## src/rtl/prog_fetch_pkg.sv

```systemverilog
// Shared types and defaults for the program-ROM fetch arbiter.
package prog_fetch_pkg;

  localparam int unsigned ADDR_W_DEF = 10;
  localparam int unsigned DATA_W_DEF = 18;
  localparam logic [9:0]  INTR_VEC_DEF = 10'h3FF;

  typedef enum logic [1:0] {
    OWN_NONE = 2'd0,
    OWN_CPU  = 2'd1,
    OWN_DBG  = 2'd2
  } owner_e;

endpackage

```

## src/rtl/prog_pc.sv

```systemverilog
// Program counter: interrupt vector > branch load > increment on granted fetch > hold.
module prog_pc #(
  parameter int unsigned       ADDR_W   = 10,
  parameter logic [ADDR_W-1:0] INTR_VEC = '1
) (
  input  logic              i_clk,
  input  logic              i_rst_n,
  input  logic              i_intr,
  input  logic              i_ld,
  input  logic [ADDR_W-1:0] i_din,
  input  logic              i_inc,
  output logic [ADDR_W-1:0] o_pc
);

  logic [ADDR_W-1:0] r_pc;
  logic [ADDR_W-1:0] w_pc_nxt;

  always_comb begin
    w_pc_nxt = r_pc;
    if (i_intr)
      w_pc_nxt = INTR_VEC;
    else if (i_ld)
      w_pc_nxt = i_din;
    else if (i_inc)
      w_pc_nxt = r_pc + ADDR_W'(1);  // top address wraps to zero
  end

  always_ff @(posedge i_clk or negedge i_rst_n) begin
    if (!i_rst_n)
      r_pc <= '0;
    else
      r_pc <= w_pc_nxt;
  end

  assign o_pc = r_pc;

endmodule

```

## src/rtl/prog_rom_fetch_arbiter.sv

```systemverilog
// Shares the single program-ROM read port between CPU fetch and a debug reader,
// owns the PC, and routes the one-cycle-late ROM data back to the owner.
module prog_rom_fetch_arbiter
  import prog_fetch_pkg::*;
#(
  parameter int unsigned       ADDR_W   = ADDR_W_DEF,
  parameter int unsigned       DATA_W   = DATA_W_DEF,
  parameter int unsigned       MAX_WAIT = 8,
  parameter logic [ADDR_W-1:0] INTR_VEC = ADDR_W'(INTR_VEC_DEF)
) (
  input  logic              CLK,
  input  logic              RESET_N,
  input  logic              FETCH_EN,
  input  logic              PC_LD,
  input  logic [ADDR_W-1:0] PC_DIN,
  input  logic              INTR,
  output logic              FETCH_STALL,
  output logic [ADDR_W-1:0] PC_COUNT,
  output logic [DATA_W-1:0] IR,
  output logic [ADDR_W-1:0] IR_PC,
  output logic              IR_VALID,
  input  logic              DBG_REQ,
  input  logic [ADDR_W-1:0] DBG_ADDR,
  output logic              DBG_GNT,
  output logic [DATA_W-1:0] DBG_DATA,
  output logic              DBG_VALID,
  output logic [ADDR_W-1:0] PROG_ADDR,
  input  logic [DATA_W-1:0] PROG_IR
);

  localparam logic [7:0] WAIT_LIM = 8'(MAX_WAIT);

  logic [ADDR_W-1:0] w_pc;
  logic              w_force;
  owner_e            w_grant;

  logic [7:0]        r_wait_cnt;
  owner_e            r_own1;
  logic [ADDR_W-1:0] r_addr1;
  logic [DATA_W-1:0] r_ir;
  logic [ADDR_W-1:0] r_ir_pc;
  logic              r_ir_valid;
  logic [DATA_W-1:0] r_dbg_data;
  logic              r_dbg_valid;

  prog_pc #(
    .ADDR_W   (ADDR_W),
    .INTR_VEC (INTR_VEC)
  ) u_pc (
    .i_clk   (CLK),
    .i_rst_n (RESET_N),
    .i_intr  (INTR),
    .i_ld    (PC_LD),
    .i_din   (PC_DIN),
    .i_inc   (w_grant == OWN_CPU),
    .o_pc    (w_pc)
  );

  always_comb begin
    w_force = DBG_REQ && (r_wait_cnt == WAIT_LIM);
    w_grant = OWN_NONE;
    if (w_force)
      w_grant = OWN_DBG;
    else if (FETCH_EN)
      w_grant = OWN_CPU;
    else if (DBG_REQ)
      w_grant = OWN_DBG;
  end

  always_comb begin
    FETCH_STALL = FETCH_EN && (w_grant != OWN_CPU);
    DBG_GNT     = DBG_REQ && (w_grant == OWN_DBG);
    PROG_ADDR   = (w_grant == OWN_DBG) ? DBG_ADDR : w_pc;
  end

  // Counts denied cycles of a pending debug request; saturates at the force threshold.
  always_ff @(posedge CLK or negedge RESET_N) begin
    if (!RESET_N)
      r_wait_cnt <= '0;
    else if (DBG_REQ && (w_grant != OWN_DBG)) begin
      if (r_wait_cnt != WAIT_LIM)
        r_wait_cnt <= r_wait_cnt + 8'd1;
    end else
      r_wait_cnt <= '0;
  end

  // Owner and address travel alongside the ROM's one-cycle read latency.
  always_ff @(posedge CLK or negedge RESET_N) begin
    if (!RESET_N) begin
      r_own1      <= OWN_NONE;
      r_addr1     <= '0;
      r_ir        <= '0;
      r_ir_pc     <= '0;
      r_ir_valid  <= 1'b0;
      r_dbg_data  <= '0;
      r_dbg_valid <= 1'b0;
    end else begin
      r_own1      <= w_grant;
      r_addr1     <= PROG_ADDR;
      r_ir_valid  <= (r_own1 == OWN_CPU);
      r_dbg_valid <= (r_own1 == OWN_DBG);
      if (r_own1 == OWN_CPU) begin
        r_ir    <= PROG_IR;
        r_ir_pc <= r_addr1;
      end
      if (r_own1 == OWN_DBG)
        r_dbg_data <= PROG_IR;
    end
  end

  assign PC_COUNT  = w_pc;
  assign IR        = r_ir;
  assign IR_PC     = r_ir_pc;
  assign IR_VALID  = r_ir_valid;
  assign DBG_DATA  = r_dbg_data;
  assign DBG_VALID = r_dbg_valid;

endmodule

```

## config.mk

```make
export PLATFORM = sky130hd
export DESIGN_NAME = prog_rom_fetch_arbiter
export DESIGN_NICKNAME = d
export VERILOG_FILES = /design/src/rtl/prog_fetch_pkg.sv /design/src/rtl/prog_pc.sv /design/src/rtl/prog_rom_fetch_arbiter.sv
export SDC_FILE = /design/constraint.sdc
export NUM_CORES = 1
export LEC_CHECK = 0
export CORE_UTILIZATION = 40
export CTS_CLUSTER_DIAMETER = 200
export DETAILED_ROUTE_END_ITERATION = 10
export HOLD_SLACK_MARGIN = 0.08
export PLACE_DENSITY = 0.72
export SLEW_MARGIN = 10
export SYNTH_ARGS = -nofsm -noshare
export SYNTH_HDL_FRONTEND = slang
export SYNTH_SLANG_ARGS = --single-unit
```

## constraint.sdc

```tcl
create_clock -name CLK -period 2.8 [get_ports CLK]
set_input_delay 0.56 -clock CLK [delete_from_list [all_inputs] [get_ports CLK]]
set_output_delay 0.56 -clock CLK [all_outputs]
set_load 0.03 [all_outputs]
```

==> results.rst, run 1 <==
.. list-table::
   :header-rows: 1

   * - Metric
     - Value
   * - Result of the run
     - completed
   * - Area grow syn2layout
     - 44.3%
   * - Sequential area share after synthesis
     - about three fifths
   * - Nets@finish
     - 413
   * - Core Footprint
     - ~7800 sq um
   * - CTS tree
     - done
   * - Insertion delay to the later sink of the worst-skew pair
     - around 340 ps
   * - Final setup violation count
     - 0
   * - Routed Antenna Nets
     - 0
   * - Sw Ratio
     - a little under a third
   * - Worst Skew
     - 6.81 ps
   * - Clock Path Buffers
     - 2
   * - Cell depth of the worst flop-to-flop path
     - 6
   * - Area of the mapped netlist
     - roughly 3300 sq um
   * - Via count of the first global-routing pass
     - roughly 2400
   * - Number of buffers added by the clock tree synthesis step
     - 9
   * - Routed wire per std cell
     - around 15 microns
   * - Commonest cells post-synth
     - sky130_fd_sc_hd__dfrtp_1 (78), sky130_fd_sc_hd__mux2_2 (48), sky130_fd_sc_hd__nor2_1 (21)
   * - Post-detailed-route via-to-cell ratio
     - between 4 and 5
   * - Leftover overflow at the end of global routing
     - 0
   * - Placed wire-length estimate
     - ~5000 microns
   * - Final core utilization
     - 60.4%
   * - Net count after synthesis
     - 287
   * - Yosys warning count
     - 0
   * - GRT met2 Usage
     - approximately 28%
   * - Worst path arrival time
     - 2160 ps
   * - Number of filler cells placed in the layout
     - about 640
   * - Final max-slew violation count
     - 0
   * - Internal Dissipation
     - between 2000 and 2500 uW
   * - Total global-route track usage
     - 17.9%
   * - Post-placement setup slack
     - -201 ps
   * - Kind of end point of the critical path
     - output pin
   * - Count of inserted antenna diode cells
     - 0
   * - Wire length of the first global-routing pass
     - between 10000 and 15000 microns
   * - Power share of the clock group
     - 26.7%
   * - Average size of a mapped cell
     - 13.6 sq um
   * - Final total negative setup slack
     - 0 ps
   * - Antenna violations before repair
     - 0
   * - Post-synthesis async set-or-reset flop share
     - between 90% and 100%
   * - Detailed-router iteration count before antenna repair
     - 4
   * - Launching element type of the critical path
     - flip-flop
   * - Post-synth top area cell
     - sky130_fd_sc_hd__dfrtp_1
   * - Die Y-Extent
     - 92.4 microns
   * - Clock slew seen by the registers of the worst setup and hold paths
     - approximately 80 ps
   * - Synth Register Bits
     - just under 80
   * - Proportion of power drawn by combinational gates
     - between 20% and 30%
   * - Met3 global-route usage
     - under 10%
   * - Number of unique standard cell types used by synthesis
     - 37
   * - H-tree Lvls
     - 3
   * - Pin count of the biggest net entering global routing
     - slightly below 80
   * - Clock tree root buffer cell
     - sky130_fd_sc_hd__clkbuf_8
   * - Max cap viols
     - 0
   * - Worst relative slew slack
     - between 30% and 40%
   * - Final period util
     - between 90 and 100%
   * - I/O pins
     - approximately 110
   * - Post-route cell area
     - roughly 4700 sq um
   * - Critical path fanouts, max
     - 12
   * - Worst setup slack after layout
     - around 76 ps
   * - Power per cell area
     - between 600 and 700 nW/um^2
   * - Post-detailed-placement cell area
     - around 4500 sq um
   * - Area of the die
     - 8530 sq um
   * - Initial core utilization
     - between 40% and 50%
   * - PnR Total Power
     - approximately 3000 uW
   * - Highest Clock Rate
     - between 300 and 400 MHz
   * - Dominant synthesized flop cell
     - sky130_fd_sc_hd__dfrtp_1
   * - DR vias
     - 2308
   * - CTS sink count
     - 78
   * - Number of I/O port buffers
     - between 100 and 150
   * - Final count of hold timing violations
     - 0
   * - Static leakage power
     - roughly 0.0020 uW
   * - Starting DRC count in detailed routing
     - between 80 and 90
   * - Number of synthesized flops with an enable pin
     - 0
   * - IR drop worst, VDD
     - 318 uV
   * - Power share of the sequential group
     - between 40% and 50%
   * - Storage element area
     - around 2000 sq um
   * - Number of design rule violations left after detail routing
     - 0
   * - Area contributors post-synth
     - sky130_fd_sc_hd__dfrtp_1 (60%), sky130_fd_sc_hd__mux2_2 (17%), sky130_fd_sc_hd__mux2_4 (3.7%), sky130_fd_sc_hd__nor2_1 (2.4%), sky130_fd_sc_hd__nor3_1 (1.5%)
   * - Met1 track utilization from global routing
     - between 20% and 30%
   * - Fraction of synthesized cell area taken by the top area cell type
     - ~60%
   * - CP Data Required Time
     - ~2200 ps
   * - Pin slew with the least headroom to its limit
     - a little under 1000 ps
   * - Minimum clock period
     - approximately 2700 ps
   * - Die boundary width
     - roughly 90 microns
   * - Most common cell in the synthesized netlist
     - sky130_fd_sc_hd__dfrtp_1
   * - Final weighted congestion in routability-driven placement
     - 0.793
   * - Setup repair after global routing missed its margin
     - yes
   * - Overall routed net length
     - approximately 7100 microns
   * - Busiest layer in global routing
     - met2
   * - Min-Delay Path Class
     - in -> async
   * - Fraction of final layout cells with drive strength greater than 1
     - approximately 28%
   * - Total number of placement rows
     - 32
   * - Net switching component of the power
     - 957 uW
   * - Area of the multi-input gates
     - roughly 1300 sq um
   * - Instance count of the mapped netlist
     - 240
   * - Kind of critical path
     - reg -> out
==> layer usage <==
layer  share of wire [%]  vias to the layer above
li1                    -                     1105
met1                  47                     1122
met2                  47                       72
met3                 4.8                        9
met4                 1.4                        0
met5                   0                        -
==> final timing paths <==
kind	slack, ps	to	from
worst max register to register	1020	u_pc.o_pc[8]$_DFFE_PN0P_	r_wait_cnt[2]$_DFFE_PN0P_
min in group CLK	480	IR_PC[2]$_DFFE_PN0P_	r_addr1[2]$_DFF_PN0_
worst min-delay path	370	IR_PC[6]$_DFFE_PN0P_	RESET_N
max in group asynchronous	1810	DBG_DATA[14]$_DFFE_PN0P_	RESET_N
worst min register to register	480	IR_PC[2]$_DFFE_PN0P_	r_addr1[2]$_DFF_PN0_
worst max-delay path	80	PROG_ADDR[8]	r_wait_cnt[0]$_DFFE_PN0P_
==> what timing repair did <==
action	in CTS	in global routing
buffers inserted	0	1
resized for setup	21	12
pin swaps	1	0
hold buffers	0	0
endpoints found under the setup margin	11	10
==> final cells by class <==
class                      instances  share of cell area (%)
tap                              102                    2.71
clock buffer                      10                    2.71
multi-input combinational        147                    26.6
clock inverter                     6                    1.33
inverter                           7                   0.557
timing repair buffer             123                    24.7
sequential                        78                    41.4
==> kinds of logic after synthesis <==
logic type / after synthesis / synth area share (%)
DFF: 78 / 59.7
and+or+nand+nor: 67 / 11.3
muxes: 56 / 20.2
AOI/OAI and AO/OA: 15 / 3.91
buffers and inverters: 15 / 2.11
xor gates and xnor gates: 6 / 1.61
adders and majority gates: 3 / 1.15
==> registers in the layout, indices dropped and copies added (netlist names) <==
name	flops
IR	18
IR_VALID	1
r_addr1	10
u_pc.o_pc	10
DBG_VALID	1
IR_PC	10
r_wait_cnt	8
DBG_DATA	18
r_own1	2
==> worst max-delay path, stage by stage, from the launching register on <==
cell	delay (ps)
sky130_fd_sc_hd__dfrtp_1	380
sky130_fd_sc_hd__inv_1	60
sky130_fd_sc_hd__ha_1	130
sky130_fd_sc_hd__and4bb_4	240
sky130_fd_sc_hd__nand2_1	80
sky130_fd_sc_hd__a21bo_4	300
sky130_fd_sc_hd__buf_4	160
sky130_fd_sc_hd__mux2_4	290
sky130_fd_sc_hd__buf_2	180
==> power by group through the flow <==
stage	sequential (uW)	combinational, uW	clock, uW
after global routing	1370	925	893
after floorplan	1610	235	0
after CTS	1350	895	839
after detailed placement	1370	901	0
after global placement	1370	891	0
final	1350	881	814
==> through the flow <==
stage	instances	hold WS, ps
finish	473	369
global placement	456	459
floorplan	240	264
detailed placement	456	465
global route	473	460
CTS	472	405
==> placed cells by master, fill, tap and decap left out, drive strengths merged, types with 2 or more instances in the layout <==
cell type,netlist,layout
and3,4,4
mux2,56,56
clkdlybuf4s50,0,100
nand3,7,7
nand4,5,5
buf,6,13
clkbuf,2,17
nor2,21,21
nor3b,2,2
ha,3,3
and4,3,3
xor2,5,5
nor3,10,10
nand2b,2,2
or2,2,2
inv,7,7
clkinv,0,5
clkdlybuf4s15,0,2
a211oi,4,4
nand2,7,7
o311a,2,2
dfrtp,78,78
a21oi,2,2
Note: power is estimated with default switching activity, not from simulation.
==> run 2, diff against run 1 <==
ABC_CLOCK_PERIOD_IN_PS = 2800   (was unset)
HOLD_SLACK_MARGIN = 0.1   (was 0.08)
==> results of run 2 <==
Same layout as run 1: the final DEF is identical, and so are final timing and power.
